==> src/rtl/apb_fifo_slave_if.sv <==
// APB2 bus bundle for the FIFO peripheral: the bridge side drives the request
// and the peripheral returns registered read data and a level interrupt.
interface apb_fifo_slave_if;
    logic        PSEL;
    logic        PENABLE;
    logic        PWRITE;
    logic [31:0] PADDR;
    logic [31:0] PWDATA;
    logic [31:0] PRDATA;
    logic        IRQ;

    modport slave (
        input  PSEL, PENABLE, PWRITE, PADDR, PWDATA,
        output PRDATA, IRQ
    );

    modport master (
        output PSEL, PENABLE, PWRITE, PADDR, PWDATA,
        input  PRDATA, IRQ
    );
endinterface

==> src/rtl/apb_fifo_slave.sv <==
// APB2 peripheral exposing a DEPTH x 32 FIFO through four word registers:
// DATA (push/pop), STATUS, CTRL (irq enable, flush, level) and CLR (sticky clear).
// Read data is captured at the end of setup; all side effects commit at the end
// of access, so PRDATA always reflects state before the current access commits.
module apb_fifo_slave #(
    parameter int DEPTH  = 16,
    parameter int THRESH = 8
) (
    input  logic                HCLK,
    input  logic                HRESET,
    apb_fifo_slave_if.slave     bus
);
    localparam int              AW       = $clog2(DEPTH);
    localparam logic [AW:0]     FULL_CNT = (AW+1)'(DEPTH);
    localparam logic [7:0]      LVL_MAX  = 8'(DEPTH);
    localparam logic [7:0]      LVL_RST  = 8'(THRESH);

    localparam logic [1:0] A_DATA = 2'd0, A_STATUS = 2'd1, A_CTRL = 2'd2, A_CLR = 2'd3;

    logic [31:0]   mem [DEPTH];
    logic [AW-1:0] wptr_q, wptr_d, rptr_q, rptr_d;
    logic [AW:0]   count_q, count_d;
    logic          ovf_q, ovf_d, unf_q, unf_d;
    logic          irq_en_q, irq_en_d;
    logic [7:0]    level_q, level_d;
    logic [31:0]   prdata_q, prdata_d;
    logic          irq_q, irq_d;

    logic          setup, access, empty, full, we;
    logic          ovf_set, unf_set, clr_wr;
    logic [1:0]    sel;
    logic [7:0]    wlvl;

    // Only PADDR[3:2] is decoded; the remaining address bits are intentionally ignored.
    logic unused_addr;
    assign unused_addr = ^{bus.PADDR[31:4], bus.PADDR[1:0]};

    assign bus.PRDATA = prdata_q;
    assign bus.IRQ    = irq_q;

    // Decode the APB phase and compute next FIFO/CSR state and captured read data.
    always_comb begin
        setup    = bus.PSEL & ~bus.PENABLE;
        access   = bus.PSEL &  bus.PENABLE;
        sel      = bus.PADDR[3:2];
        empty    = (count_q == '0);
        full     = (count_q == FULL_CNT);
        wlvl     = bus.PWDATA[15:8];

        wptr_d   = wptr_q;
        rptr_d   = rptr_q;
        count_d  = count_q;
        irq_en_d = irq_en_q;
        level_d  = level_q;
        prdata_d = prdata_q;
        we       = 1'b0;
        ovf_set  = 1'b0;
        unf_set  = 1'b0;
        clr_wr   = access & bus.PWRITE & (sel == A_CLR);

        if (access && sel == A_DATA) begin
            if (bus.PWRITE) begin
                if (full) ovf_set = 1'b1;
                else begin
                    we      = 1'b1;
                    wptr_d  = wptr_q + 1'b1;
                    count_d = count_q + 1'b1;
                end
            end else begin
                if (empty) unf_set = 1'b1;
                else begin
                    rptr_d  = rptr_q + 1'b1;
                    count_d = count_q - 1'b1;
                end
            end
        end

        if (access && bus.PWRITE && sel == A_CTRL) begin
            irq_en_d = bus.PWDATA[0];
            if (wlvl == 8'd0)        level_d = 8'd1;
            else if (wlvl > LVL_MAX) level_d = LVL_MAX;
            else                     level_d = wlvl;
            if (bus.PWDATA[1]) begin
                wptr_d  = '0;
                rptr_d  = '0;
                count_d = '0;
            end
        end

        // A set in the same cycle as a clear of that bit wins.
        ovf_d = ovf_set | (ovf_q & ~(clr_wr & bus.PWDATA[2]));
        unf_d = unf_set | (unf_q & ~(clr_wr & bus.PWDATA[3]));

        if (setup && !bus.PWRITE) begin
            case (sel)
                A_DATA:   prdata_d = empty ? 32'h0 : mem[rptr_q];
                A_STATUS: prdata_d = {16'h0, 8'(count_q), 4'h0, unf_q, ovf_q, full, empty};
                A_CTRL:   prdata_d = {16'h0, level_q, 7'h0, irq_en_q};
                default:  prdata_d = 32'h0;
            endcase
        end

        irq_d = irq_en_q & ((8'(count_q) >= level_q) | ovf_q | unf_q);
    end

    // State registers; reset aborts any in-flight access.
    always_ff @(posedge HCLK or posedge HRESET) begin
        if (HRESET) begin
            wptr_q   <= '0;
            rptr_q   <= '0;
            count_q  <= '0;
            ovf_q    <= 1'b0;
            unf_q    <= 1'b0;
            irq_en_q <= 1'b0;
            level_q  <= LVL_RST;
            prdata_q <= 32'h0;
            irq_q    <= 1'b0;
        end else begin
            wptr_q   <= wptr_d;
            rptr_q   <= rptr_d;
            count_q  <= count_d;
            ovf_q    <= ovf_d;
            unf_q    <= unf_d;
            irq_en_q <= irq_en_d;
            level_q  <= level_d;
            prdata_q <= prdata_d;
            irq_q    <= irq_d;
        end
    end

    // FIFO storage; contents need no reset since count gates every read.
    always_ff @(posedge HCLK) begin
        if (we) mem[wptr_q] <= bus.PWDATA;
    end
endmodule

==> src/flat_wrapper.sv <==
// flat-port wrapper written by rule: the top's interface ports become plain ports
module apb_fifo_slave_flat 
#(
    parameter int DEPTH  = 16,
    parameter int THRESH = 8
)
  (HCLK, HRESET, bus_PSEL, bus_PENABLE, bus_PWRITE, bus_PADDR, bus_PWDATA, bus_PRDATA, bus_IRQ);
  apb_fifo_slave_if bus_i ();
  input  logic HCLK;
  input  logic HRESET;
  input wire logic [$bits(bus_i.PSEL)-1:0] bus_PSEL;
  input wire logic [$bits(bus_i.PENABLE)-1:0] bus_PENABLE;
  input wire logic [$bits(bus_i.PWRITE)-1:0] bus_PWRITE;
  input wire logic [$bits(bus_i.PADDR)-1:0] bus_PADDR;
  input wire logic [$bits(bus_i.PWDATA)-1:0] bus_PWDATA;
  output wire logic [$bits(bus_i.PRDATA)-1:0] bus_PRDATA;
  output wire logic [$bits(bus_i.IRQ)-1:0] bus_IRQ;
  assign bus_i.PSEL = bus_PSEL;
  assign bus_i.PENABLE = bus_PENABLE;
  assign bus_i.PWRITE = bus_PWRITE;
  assign bus_i.PADDR = bus_PADDR;
  assign bus_i.PWDATA = bus_PWDATA;
  assign bus_PRDATA = bus_i.PRDATA;
  assign bus_IRQ = bus_i.IRQ;
  apb_fifo_slave #(.DEPTH(DEPTH), .THRESH(THRESH)) u_core (.HCLK(HCLK), .HRESET(HRESET), .bus(bus_i));
endmodule
==> config.mk <==
export PLATFORM = sky130hd
export DESIGN_NAME = apb_fifo_slave_flat
export DESIGN_NICKNAME = d
export VERILOG_FILES = /design/src/rtl/apb_fifo_slave_if.sv /design/src/rtl/apb_fifo_slave.sv /design/src/flat_wrapper.sv
export SDC_FILE = /design/constraint.sdc
export NUM_CORES = 1
export LEC_CHECK = 0
export CAP_MARGIN = 40
export CORE_MARGIN = 5
export CORE_UTILIZATION = 65
export CTS_BUF_LIST = sky130_fd_sc_hd__clkbuf_8
export CTS_CLUSTER_SIZE = 16
export DETAILED_ROUTE_END_ITERATION = 10
export PLACE_DENSITY = 0.85
export SLEW_MARGIN = 30
export SYNTH_ARGS = -nofsm -noshare
export SYNTH_HDL_FRONTEND = slang
export SYNTH_SLANG_ARGS = --single-unit
export TNS_END_PERCENT = 10
==> constraint.sdc <==
create_clock -name HCLK -period 12.4 [get_ports HCLK]
set_input_delay 1.24 -clock HCLK [delete_from_list [all_inputs] [get_ports HCLK]]
set_output_delay 1.24 -clock HCLK [all_outputs]
set_load 0.1 [all_outputs]
==> summary.txt, run 1 <==
Final Util: 76.63%
Footprint of the multi-input gates: 5194 µm²
# hold bufs at CTS: 0
FF-to-FF Start: u_core.count_q[0]
DP HPWL: 26680 µm
Slowest stage cell on the critical path: nor2_4
I/O pins: 102
Worst hold slack: 0.4980 ns
MaxCap Viol Count: 0
Post-synthesis sequential area ratio: 75.47%
Number of distinct library cells after synthesis: 54
Leak: 0.008473 µW
CTS Sinks: 569
Layout cell share with drive strength beyond 1: 25.45%
Fmax: 231.4 MHz
Fin crit share: 34.85%
Starting Density: 66.07%
Pwr dens: 184.9 nW/µm²
FP Rows: 67
WP buf/inv: 2
Worst setup EP type: flop
RR Endpoint: u_core.mem[13][9]
Avg Cell Area, Syn: 20.08 µm²
Hold Crit Endpoint: u_core.level_q[3]
Setup TNS: 0 ns
Ranking of synthesized cells by area: edfxtp_1 69%, mux4_2 12%, dfrtp_1 6.3%
Port Buffer Count: 71
Synth Register Bits: 569
Critical path type: input pin to flop
Yosys warnings: 0
Htree depth: 3
Number of global-route vias before repair: 12258
Total grt overflow: 0
Fin crit period: 4.321 ns
Fill cell count: 1722
Setup bufs post-CTS: 0
Commonest cells after routing, fill and taps aside: 512 x edfxtp_1, 118 x mux4_2, 97 x clkbuf_8
Peak VDD IR: 0.1389 mV
Outcome: complete, no violations
Final setup margin: 8.079 ns
Clk slew on worst S/H paths: 0.06 ns
Synth Net Count: 1190
Slew HR: 44.67%
Gate Count Post-Synth: 1109
Clk root buf: clkbuf_8
Starting DRT DRC Count: 1365
Pre-antenna DRT Iters: 7
CP top delay family: simple AND/OR/NAND/NOR gates
RSZ-0062 raised after global routing: no
Post_cts resized: 0
Core area: 33700 µm²
Final Total Pwr: 4775 µW
Total vias in the final route: 11659
Die Height: 195.1 µm
Mapped Area: 22260 µm²
Num CTS Buffers: 85
Drt drc: 0
First-pass GRT wire length: 74440 µm
All-Layer GR Usage: 26.00%
Startpoint Class: input pin
Number of synthesized flops with an enable pin: 512
Worst Hold Launch: u_core.level_q[3]
Clock Latency Late Sink: 0.62 ns
Cells along the critical path: clkdlybuf4s50_1, nand4bb_1, a211oi_2, nand2_1, nor2_4, buf_4
Reg2reg setup slack: 8.76 ns
Slew @ Worst Pin: 0.8299 ns
Initial antenna violation count: 2
CTS tree: done
FF-to-FF path depth: 7
WL/cell: 27.15 µm
Die Area: 38050 µm²
Post-synth top area share: 69.06%
Final hold viol count: 0
Critical-path maximum fanout: 17
CTS Buffer Depth: 3
Final Max Slew Viols: 0
Clock skew: 0.02630 ns
Nets: 1349
Post-Route WL: 48570 µm
Antenna violation net count after detailed routing: 0
Sequential Area: 16810 µm²
Critical Path RT: 12.66 ns
Worst Hold Depth: 2
Critical Path AT: 4.58 ns
Post-synth top flop: edfxtp_1
Hold Crit Class: flop to flop
Pin count of the biggest net entering global routing: 55
# setup viols final: 0
Asr flop ratio synth: 10.02%
Yosys top cell by area: edfxtp_1
Via/cell ratio: 6.517
Max incr delay on CP: 0.71 ns
Dpl ws: 7.618 ns
Post-synthesis to final-layout area growth: 15.99%
Die X: 195.1 µm
Commonest non-fill, non-tap cell in the layout: edfxtp_1
Placer Congestion: 0.8668
final cells by class:
class                      count  share of cell area, %
clock inverter                62                  1.303
clock buffer                  97                  5.170
inverter                      12                 0.1744
timing repair buffer         136                  5.950
antenna                        1               0.009690
tap                          448                  2.171
sequential                   569                  65.11
multi-input combinational    464                  20.11
synth_stat cells (2+ instances only):
library cell    n
dfrtp_1        56
buf_8           2
buf_4           8
or3_1           2
a211oi_1       20
mux2_2          8
o21ai_0         9
mux2i_1        48
xor2_1          4
xnor2_1         3
and2_1          4
buf_1           4
edfxtp_1      512
nand4_1         4
clkbuf_1       27
o211ai_1        4
a31oi_1         8
nand2_1        27
a211oi_2        2
nor2_1         42
and3_1          3
nor3_1         11
nand2b_1        3
buf_6           4
a221oi_1        7
a22oi_1        15
inv_1          12
nand3_1        11
buf_2          18
a21o_1          2
a22o_1         20
ha_1           12
nor2b_1        25
mux4_2        118
a21oi_1        35
layer usage:
metal	vias up	global-route usage [%]	wire length (µm)	part of all wire, %
met5	-	0	13	0.027
met4	2	7.965	1279	2.6
met3	96	6.152	4385	9.0
met2	679	43.74	25320	52
met1	6008	34.58	17570	36
li1	4874	-	-	-
flip-flops by register name, summed over array words and instances, names as in the netlist:
| name | count |
|---|---|
| u_core.wptr_q | 4 |
| u_core.count_q | 5 |
| u_core.bus.PRDATA | 32 |
| u_core.rptr_q | 4 |
| u_core.ovf_q | 1 |
| u_core.bus.IRQ | 1 |
| u_core.level_q | 8 |
| u_core.irq_en_q | 1 |
| u_core.unf_q | 1 |
| u_core.mem | 512 |
cell families after synthesis:
| group | Yosys count | synth area share (%) |
|---|---|---|
| AOI/OAI and AO/OA | 130 | 4.091 |
| xor gates and xnor gates | 7 | 0.2754 |
| adders and majority gates | 12 | 0.6744 |
| buffers and inverters | 76 | 1.759 |
| DFF | 569 | 75.47 |
| muxes | 174 | 14.50 |
| and+or+nand+nor | 141 | 3.231 |
worst max-delay path by stage:
stage / from / endpoint / slack (ns) / depth (start not counted)
floorplan: bus_PADDR[2] / u_core.mem[3][0] / 7.52 / 5
global placement: bus_PADDR[2] / u_core.mem[4][30] / 7.77 / 6
detailed placement: bus_PADDR[2] / u_core.mem[5][29] / 7.62 / 6
CTS: bus_PADDR[2] / u_core.mem[13][10] / 8.12 / 6
global route: bus_PADDR[2] / u_core.mem[13][9] / 7.98 / 6
finish: bus_PADDR[2] / u_core.mem[13][9] / 8.08 / 6
worst register-to-register path, delay by kind of cell, from the launching register on:
family,cells,cell delay [ns]
AO/OA/AOI/OAI,1,0.61
adder cells (fa/ha/maj),1,0.27
buffers and inverters,2,0.60
flip-flops,1,0.45
AND/OR/NAND/NOR,3,1.33
per-stage QoR:
stage / instances / instance area [µm²]
2_1_floorplan: 1109 / 22260
3_3_place_gp: 1590 / 23510
3_5_place_dp: 1628 / 24120
4_1_cts: 1787 / 25790
5_1_grt: 1789 / 25820
6_report: 1789 / 25820
where the power goes:
| group | total, µW | leakage (µW) | internal (µW) | switching (µW) |
|---|---|---|---|---|
| registers | 2220 | 0.00534 | 2140 | 81.7 |
| clock network | 1460 | 0.000979 | 764 | 700 |
| logic | 1090 | 0.00216 | 510 | 577 |
| total | 4780 | 0.00847 | 3420 | 1360 |
(Power assumes the default switching activity.)
==> run 2: changes to the inputs <==
Settings changed: CORE_UTILIZATION 65 to 62, PLACE_DENSITY 0.85 to 0.81.
Clock period 12.4 ns to 4.3 ns, I/O delays scaled along.
==> run 2 against run 1 <==
  * Critical endpoint is now u_core.mem[10][0]
  * Die area up 4.6%
  * Core utilization down 2.9 points
  * Wire length down 0.13%
  * Sequential share of layout area down 0.82 points
==> summary.txt, run 2 (synthesis gave the netlist of run 1 again) <==
Outcome: complete, no violations (unchanged)
# hold bufs at CTS: 0 (unchanged)
Die Height: 199.5 µm (was 195.1 µm)
Reg2reg setup slack: 1.05 ns (was 8.76 ns)
Fin crit share: 75.61%
CTS tree: done (unchanged)
Die X: 199.5 µm (was 195.1 µm)
Peak VDD IR: 0.4741 mV (was 0.1389 mV)
Inserted Diodes: 0 (was 1)
Startpoint Class: flop (was input pin)
Starting Density: 62.75% (was 66.07%)
Slowest stage cell on the critical path: a211oi_2 (was nor2_4)
Critical-path maximum fanout: 15 (was 17)
Layout cell share with drive strength beyond 1: 26.49% (was 25.45%)
Fin crit period: 3.251 ns
WL/cell: 26.65 µm (was 27.15 µm)
Via/cell ratio: 6.382 (was 6.517)
Setup TNS: 0 ns (unchanged)
Num CTS Buffers: 84 (was 85)
Dpl ws: 0.6522 ns (was 7.618 ns)
Critical Path AT: 3.55 ns (was 4.58 ns)
Drt drc: 0 (unchanged)
RR Endpoint: u_core.mem[10][0] (was u_core.mem[13][9])
CP Launch Point: u_core.count_q[0] (was bus_PADDR[2])
I/O pins: 102 (unchanged)
Hold Crit Class: input pin to async pin (was flop to flop)
Setup crit end: u_core.mem[10][0] (was u_core.mem[13][9])
Clk root buf: clkbuf_8 (unchanged)
FF-to-FF Start: u_core.count_q[0] (unchanged)
First-pass GRT wire length: 72880 µm (was 74440 µm)
Fmax: 307.6 MHz
Max incr delay on CP: 0.65 ns (was 0.71 ns)
Leak: 0.008621 µW (was 0.008473 µW)
Commonest non-fill, non-tap cell in the layout: edfxtp_1 (unchanged)
Fill cell count: 1884 (was 1722)
CTS Buffer Depth: 3 (unchanged)
Antenna violation net count after detailed routing: 0 (unchanged)
Number of global-route vias before repair: 12134 (was 12258)
Final hold viol count: 0 (unchanged)
Starting DRT DRC Count: 1073 (was 1365)
Critical Path RT: 4.60 ns (was 12.66 ns)
Pre-antenna DRT Iters: 5 (was 7)
DP HPWL: 29260 µm (was 26680 µm)
Total grt overflow: 0 (unchanged)
RSZ-0062 raised after global routing: no (unchanged)
Clock Latency Late Sink: 0.63 ns (was 0.62 ns)
Post-synthesis to final-layout area growth: 17.48% (was 15.99%)
Clk slew on worst S/H paths: 0.06 ns (about the same)
Clock skew: 0.03486 ns (was 0.02630 ns)
All-Layer GR Usage: 24.89% (was 26.00%)
FP Rows: 69 (was 67)
FF-to-FF path depth: 7 (unchanged)
Final Max Slew Viols: 0 (unchanged)
Initial antenna violation count: 2 (unchanged)
Die Area: 39800 µm² (was 38050 µm²)
Cells along the critical path: inv_1, ha_1, nor3b_1, a211oi_2, nand2_1, nor2_4, buf_4 (was clkdlybuf4s50_1, nand4bb_1, a211oi_2, nand2_1, nor2_4, buf_4)
Largest register FFs: 512 (unchanged)
Pin count of the biggest net entering global routing: 59 (was 55)
Worst setup EP type: flop (unchanged)
Post-Route WL: 48510 µm (was 48570 µm)
Final setup margin: 1.049 ns (was 8.079 ns)
Critical path type: flop to flop (was input pin to flop)
MaxCap Viol Count: 0 (unchanged)
Htree depth: 3 (unchanged)
Pwr dens: 540.8 nW/µm² (was 184.9 nW/µm²)
Core area: 35480 µm² (was 33700 µm²)
Slew @ Worst Pin: 0.8247 ns (was 0.8299 ns)
Total vias in the final route: 11616 (was 11659)
Top reg by flops: u_core.mem (unchanged)
Setup bufs post-CTS: 0 (unchanged)
CTS Sinks: 569 (unchanged)
Nets: 1368 (was 1349)
Commonest cells after routing, fill and taps aside: 512 x edfxtp_1, 118 x mux4_2, 98 x clkbuf_8 (was 512 x edfxtp_1, 118 x mux4_2, 97 x clkbuf_8)
Placer Congestion: 0.8031 (was 0.8668)
# setup viols final: 0 (unchanged)
Post_cts resized: 0 (unchanged)
Slew HR: 45.02% (was 44.67%)
Port Buffer Count: 71 (unchanged)
## run 2: changes by cell type in the layout (fill, tap and decap cells not counted), moves of 2 or more
| cell | before | now |
|---|---|---|
| buf_16 | 3 | 5 |
| buf_4 | 27 | 40 |
| bufinv_16 | 2 | 5 |
| buf_8 | 31 | 29 |
| buf_12 | 4 | 10 |
## run 2: worst max-delay path, delay by kind of cell, from the launching register on
kind | cells | cell delay, ns
compound gates | 1 | 0.65
fa+ha+maj | 1 | 0.26
buf+inv | 2 | 0.41
flops | 1 | 0.46
simple gates | 3 | 1.11
## run 2: area by class of cell
| type | instances | area [µm²] | share of cell area, % |
|---|---|---|---|
| clock buffers | 98 | 1349 | 5.157 |
| clock inverters | 60 | 386.6 | 1.478 |
| inverters | 12 | 45.04 | 0.1722 |
| multi-input cells | 464 | 5187 | 19.83 |
| flip-flops and latches | 569 | 16810 | 64.29 |
| well taps | 461 | 576.8 | 2.205 |
| repair buffers | 156 | 1795 | 6.865 |
## run 2: power by group
group / internal (µW) / switching, µW
clock: 2390 / 2010
sequential: 6180 / 222
combinational: 1560 / 1790
total: 10100 / 4020
## run 2: layer usage
layer	vias up	part of all wire (%)	global-route usage, %	routed length, µm
met4	4	3.2	9.082	1547
met2	569	51	40.78	24560
met1	6031	38	34.11	18630
met3	108	7.7	4.873	3736
li1	4904	-	-	-
met5	-	0.066	0	32
## run 2: worst min path at each step
stage,cells after the start,start,endpoint,slack [ns]
after detailed placement,2,u_core.level_q[3],u_core.level_q[3],0.49
after global routing,2,HRESET,u_core.bus.PRDATA[12],0.21
after global placement,2,u_core.level_q[3],u_core.level_q[3],0.48
final,2,HRESET,u_core.count_q[3],0.18
after floorplan,2,u_core.level_q[3],u_core.level_q[3],0.46
after CTS,2,HRESET,u_core.count_q[0],0.17
## run 2: through the flow
| step | cells | hold WS [ns] | total power (µW) | instance area (µm²) | util, % |
|---|---|---|---|---|---|
| 2_1_floorplan | 1109 | 0.4644 | 8768 | 22260 | - |
| 3_3_place_gp | 1625 | 0.4813 | 9454 | 23800 | 67.06 |
| 6_report | 1820 | 0.1778 | 14140 | 26160 | 73.71 |
| 5_1_grt | 1820 | 0.2142 | 14710 | 26160 | 73.71 |
| 4_1_cts | 1819 | 0.1679 | 14220 | 26130 | 73.63 |
| 3_5_place_dp | 1661 | 0.4855 | 9837 | 24390 | 68.74 |
==> run 3: changes to the inputs <==
Settings changed: CORE_UTILIZATION 62 to 56, PLACE_DENSITY 0.81 to 0.78.
Clock period 4.3 ns to 2.8 ns, I/O delays scaled along.
==> run 3 against run 2 <==
  * Die area increased by 10%
  * Final cell count increased by 2.9%
  * Critical path depth is 1 higher
  * Design area decreased by 0.66%
  * Register-to-register slack worse by 0.78 ns
  * Clock skew rose by 0.0018 ns
  * Sequential share of layout area increased by 0.43 points
  * Sequential power increased by 54%
  * Combinational power grew 36%
  * Via count fell by 2.8%
  * Wire length shrank 3.2%
  * First-iteration DRC count grew 21%
==> summary.txt, run 3 (synthesis gave the netlist of run 1 again) <==
Outcome: complete, no violations (unchanged)
Nets: 1355 (was 1368)
Initial antenna violation count: 0 (was 2)
Critical path type: flop to flop (unchanged)
Post-route design area: 25980 µm² (was 26160 µm²)
First-pass GRT wire length: 71730 µm (was 72880 µm)
WL/cell: 25.08 µm (was 26.65 µm)
Commonest non-fill, non-tap cell in the layout: edfxtp_1 (unchanged)
Pre-antenna DRT Iters: 5 (unchanged)
FF-to-FF path depth: 8 (was 7)
Hold Crit Class: input pin to async pin (unchanged)
Critical-path maximum fanout: 32 (was 15)
Via/cell ratio: 6.030 (was 6.382)
Drt drc: 0 (unchanged)
Critical Path AT: 2.84 ns (was 3.55 ns)
Clock skew: 0.03665 ns (was 0.03486 ns)
Clk slew on worst S/H paths: 0.07 ns (was 0.06 ns)
Number of global-route vias before repair: 11858 (was 12134)
Die Area: 43840 µm² (was 39800 µm²)
Startpoint Class: flop (unchanged)
Critical Path RT: 3.11 ns (was 4.60 ns)
All-Layer GR Usage: 21.62% (was 24.89%)
Clock Latency Late Sink: 0.65 ns (was 0.63 ns)
Placer Congestion: 0.8037 (was 0.8031)
Post-synthesis to final-layout area growth: 16.70% (was 17.48%)
Placed cells: 1707 (was 1661)
Total vias in the final route: 11289 (was 11616)
Setup crit end: u_core.mem[2][21] (was u_core.mem[10][0])
CP top delay family: simple AND/OR/NAND/NOR gates (unchanged)
Num CTS Buffers: 88 (was 84)
Fin crit share: 90.51% (was 75.61%)
MaxCap Viol Count: 0 (unchanged)
Port Buffer Count: 71 (unchanged)
Top reg by flops: u_core.mem (unchanged)
Slowest stage cell on the critical path: dfrtp_1 (was a211oi_2)
FP Rows: 73 (was 69)
I/O pins: 102 (unchanged)
Core area: 39550 µm² (was 35480 µm²)
Placed Area: 24250 µm² (was 24390 µm²)
Final hold viol count: 0 (unchanged)
Cells along the critical path: inv_1, ha_1, nor3b_1, a211oi_2, buf_4, nand2_1, nor3_4, buf_12 (was inv_1, ha_1, nor3b_1, a211oi_2, nand2_1, nor2_4, buf_4)
Worst hold slack: 0.04268 ns (was 0.1778 ns)
Die X: 209.4 µm (was 199.5 µm)
Post-Route WL: 46950 µm (was 48510 µm)
Max incr delay on CP: 0.45 ns (was 0.65 ns)
Htree depth: 3 (unchanged)
Peak VDD IR: 0.5274 mV (was 0.4741 mV)
CTS Sinks: 569 (unchanged)
CP Launch Point: u_core.count_q[0] (unchanged)
# setup viols final: 0 (unchanged)
Worst setup EP type: flop (unchanged)
DP HPWL: 27780 µm (was 29260 µm)
Setup TNS: 0 ns (unchanged)
Total grt overflow: 0 (unchanged)
Slew @ Worst Pin: 0.8029 ns (was 0.8247 ns)
Stages on the worst setup path: 8 (was 7)
Slew HR: 46.47% (was 45.02%)
Clk root buf: clkbuf_8 (unchanged)
Final Max Slew Viols: 0 (unchanged)
Fin crit period: 2.534 ns (was 3.251 ns)
Largest register FFs: 512 (unchanged)
Starting DRT DRC Count: 1295 (was 1073)
FF-to-FF Start: u_core.count_q[0] (unchanged)
Inserted Diodes: 0 (unchanged)
Starting Density: 56.29% (was 62.75%)
Finished Layout Cells: 1872 (was 1820)
Final Util: 65.69% (was 73.71%)
Commonest cells after routing, fill and taps aside: 512 x edfxtp_1, 118 x mux4_2, 96 x clkbuf_8 (was 512 x edfxtp_1, 118 x mux4_2, 98 x clkbuf_8)
Pwr dens: 809.1 nW/µm² (was 540.8 nW/µm²)
Layout cell share with drive strength beyond 1: 28.06% (was 26.49%)
Die Height: 209.4 µm (was 199.5 µm)
CTS tree: done (unchanged)
RSZ-0062 raised after global routing: no (unchanged)
Leak: 0.008544 µW (was 0.008621 µW)
Reg2reg setup slack: 0.27 ns (was 1.05 ns)
Pin count of the biggest net entering global routing: 58 (was 59)
Fmax: 394.6 MHz (was 307.6 MHz)
Antenna violation net count after detailed routing: 0 (unchanged)
RR Endpoint: u_core.mem[2][21] (was u_core.mem[10][0])
CTS Buffer Depth: 3 (unchanged)
WP buf/inv: 3 (was 2)
[run 3: cell count changes in the layout (fill, tap and decap cells not counted), sizes merged]
cell,previous run,this run
buf,84,101
inv,45,52
clkinv,20,24
bufinv,5,3
clkinvlp,2,0
clkdlybuf4s50,71,38
clkbuf,98,96
clkdlybuf4s15,1,0
[run 3: layout make-up]
type	count	area, µm²
flip-flops and latches	569	16810
fillers	2464	13570
multi-input cells	464	5213
repair buffers	139	1539
clock buffers	96	1321
well taps	525	656.9
clock inverters	67	391.6
inverters	12	45.04
[run 3: worst min-delay path by stage]
stage | startpoint | end | slack (ns) | cells after the start
after global routing | HRESET | u_core.bus.PRDATA[1] | 0.06 | 3
after global placement | u_core.level_q[3] | u_core.level_q[3] | 0.49 | 2
final | HRESET | u_core.ovf_q | 0.04 | 3
after floorplan | bus_PWDATA[0] | u_core.mem[0][0] | 0.38 | 0
after CTS | HRESET | u_core.bus.PRDATA[0] | 0.003 | 3
after detailed placement | u_core.bus.PRDATA[25] | u_core.bus.PRDATA[25] | 0.49 | 1
[run 3: timing repair]
action                     CTS  global route
setup buffers                2             0
hold buffers                 0             0
gates resized for setup      0             0
setup endpoints to repair    7             0
[run 3: where the power goes]
part           switching (µW)  internal, µW
clock                    3140          3480
sequential                354          9490
combinational            2520          2040
total                    6020         15000
[run 3: stage by stage]
step | worst slack [ns] | total power [µW]
finish | 0.2656 | 21020
global route | 0.1543 | 21920
CTS | 0.3146 | 21220
detailed placement | -0.03849 | 14610
global placement | 0.09305 | 14520
floorplan | -0.4729 | 13470
[run 3: worst min-delay path, delay by kind of cell]
family	cells	cell delay, ns
buf+inv	3	0.81
[run 3: routing by layer]
metal	vias to the layer above	GRT usage (%)	routed length, µm
met5	-	0	0
met4	0	7.111	1142
met3	57	4.081	2877
met2	413	35.47	23510
met1	5933	29.91	19420
li1	4886	-	-
==> variant (config.mk and constraints of run 1) <==
`DEPTH` is set to 16 in 2 places; all go to 8.
--- a/src/rtl/apb_fifo_slave.sv
+++ b/src/rtl/apb_fifo_slave.sv
@@ -3,7 +3,7 @@
 // Read data is captured at the end of setup; all side effects commit at the end
 // of access, so PRDATA always reflects state before the current access commits.
 module apb_fifo_slave #(
-    parameter int DEPTH  = 16,
+    parameter int DEPTH  = 8,
     parameter int THRESH = 8
 ) (
     input  logic                HCLK,
--- a/src/flat_wrapper.sv
+++ b/src/flat_wrapper.sv
@@ -1,7 +1,7 @@
 // flat-port wrapper written by rule: the top's interface ports become plain ports
 module apb_fifo_slave_flat 
 #(
-    parameter int DEPTH  = 16,
+    parameter int DEPTH  = 8,
     parameter int THRESH = 8
 )
   (HCLK, HRESET, bus_PSEL, bus_PENABLE, bus_PWRITE, bus_PADDR, bus_PWDATA, bus_PRDATA, bus_IRQ);
Formal check against the unedited RTL: not equivalent (Yosys sat finds a counterexample within 4 cycles, from zero or initial values and one cycle with HRESET high).
==> variant against run 1 <==
Synthesized area shrank 45%. Die area down 43%. Sequential cell count down 259. Register-to-register slack improved by 0.70 ns. Worst hold slack gained 0.012 ns. Worst setup slack better by 0.52 ns. Clock power decreased by 44%. Final area down 43%. Critical path type unchanged. Total power fell by 42%. Global-route usage is 1.4 points lower. Wire length is 46% lower.
==> variant: results (changes against run 1) <==
| Metric | Value |
|---|---|
| Met3 WL | 1790 um (-59%) |
| Yosys warns | 0 (unchanged) |
| Placed Cells incl. Taps | 927 (-43%) |
| Worst-skew pair later-pin latency | 0.55 ns (-0.07 ns) |
| Area after DPL | 0.0137 mm2 (-43%) |
| Async S/R FF share, synth | 17.4% (+7.4 points) |
| Post-synth EDFFs | 256 (-50%) |
| Max rail drop VDD | 0.176 mV (+26%) |
| CTS buffer count | 47 (-45%) |
| Port buffer count | 71 (unchanged) |
| Max reg flops | 256 (-50%) |
| Uppermost routed layer | met4 |
| Initial antenna violation count | 0 (-2) |
| Post-DP HPWL | 14700 um (-45%) |
| Global-route wire length before repair | 40300 um (-46%) |
| Initial DRC Count | 496 (-64%) |
| Status | completed |
| Post-Synthesis Cells | 605 (-45%) |
| Sequential fraction of the synthesis area | 74.2% (-1.2 points) |
| Wl on met1 | 10200 um (-42%) |
| DR WL met2 | 13600 um (-46%) |
| Largest net degree at the start of global routing | 58 (+5.5%) |
| Max H-tree Level | 2 (-1) |
| N_diodes | 0 (-1) |
| Post-route cell area | 0.0147 mm2 (-43%) |
| Post-Layout Cell Count | 1013 (-43%) |
| Reg clk slew, reported paths | 0.07 ns |
| All-Layer GR Usage | 24.6% (-1.4 points) |
| Synth unique cells | 49 (-9.3%) |
| Synth area leaders | edfxtp_1, dfrtp_1, mux4_2, mux4_1, mux2_2 |
| Vias | 6556 (-44%) |
| Commonest cells post-synth | edfxtp_1, dfrtp_1, mux4_2 |
| Layout cells sized above 1 | 26.8% (+1.4 points) |
| Sw Share | 29.6% (+1.1 points) |
| Routability Congestion | 0.808 (-6.8%) |
| Post_cts resized | 0 (unchanged) |
| Vias in the first global route | 7001 (-43%) |
| Filler cells | 864 (-50%) |
| Clock root cell | clkbuf_8 |
| Hold buffer count at cts | 0 (unchanged) |
| DR pass1 iterations | 8 (+1) |
| Routed WL per cell | 25.8 um (-5.1%) |
| Total nets after synthesis | 682 (-43%) |
| Dpl ws | 8.08 ns (+0.465 ns) |
| Max_slew headroom | 46.6% (+1.9 points) |
| Leakage | 5.15 nW (-39%) |
| Largest reg by FF count | u_core.mem |
| Nets | 821 (-39%) |
| CP Max Fanout | 23 (+6) |
| Clk buf depth | 3 (unchanged) |
| Setup Skew | 0.0231 ns (-0.00324 ns) |
==> variant: cell count changes after synthesis, sizes merged, moves of 19 or more <==
cell,before,now
a211oi,22,0
a21oi,35,6
buf,36,17
edfxtp,512,256
mux2,8,28
mux2i,48,3
mux4,118,64
nor2,42,20
==> variant: cell families after synthesis <==
family	after synthesis	share of synthesized area [%]
AOI/OAI and AO/OA	67	4.20
muxes	95	15.1
and+or+nand+nor	78	3.63
xor gates and xnor gates	3	0.216
buffers and inverters	44	1.80
DFF	310	74.2
adders and majority gates	8	0.822
==> variant: area by class of cell <==
type,count,area share (%)
Inverter,10,0.255
Sequential cell,310,61.5
Clock buffer,54,5.06
Tap cell,234,1.99
Multi-Input combinational cell,251,20.2
Clock inverter,30,1.27
Timing Repair Buffer,124,9.65
==> variant: power groups by stage <==
stage | combinational [mW] | clock [mW] | sequential [mW]
2_1_floorplan | 0.361 | 0 | 1.38
3_3_place_gp | 0.628 | 0 | 1.24
3_5_place_dp | 0.728 | 0 | 1.24
4_1_cts | 0.732 | 0.830 | 1.22
5_1_grt | 0.780 | 0.885 | 1.23
6_report | 0.738 | 0.818 | 1.22
==> variant: worst paths after layout <==
check / start / endpoint / slack [ns] / depth (start not counted)
worst max-delay path: bus_PADDR[2] / u_core.mem[1][11] / 8.60 / 7
worst min-delay path: u_core.level_q[3] / u_core.level_q[3] / 0.51 / 2
worst max register to register: u_core.count_q[1] / u_core.mem[6][11] / 9.46 / 7
worst min register to register: u_core.level_q[3] / u_core.level_q[3] / 0.51 / 2
max in group asynchronous: HRESET / u_core.level_q[3] / 10.76 / 4
min in group asynchronous: HRESET / u_core.bus.PRDATA[19] / 1.05 / 3
==> variant: metal layers <==
metal | vias to the layer above | track usage [%]
li1 | 2784 | -
met1 | 3415 | 33.6
met2 | 312 | 41.9
met3 | 45 | 4.44
met4 | 0 | 6.63
met5 | - | 0
==> variant: worst max-delay path, stage by stage <==
cell	delay, ns
clkdlybuf4s50_1	0.54
nand4bb_1	0.51
nor2_1	0.31
nand3_1	0.35
nor3_2	0.36
buf_4	0.26
buf_4	0.41
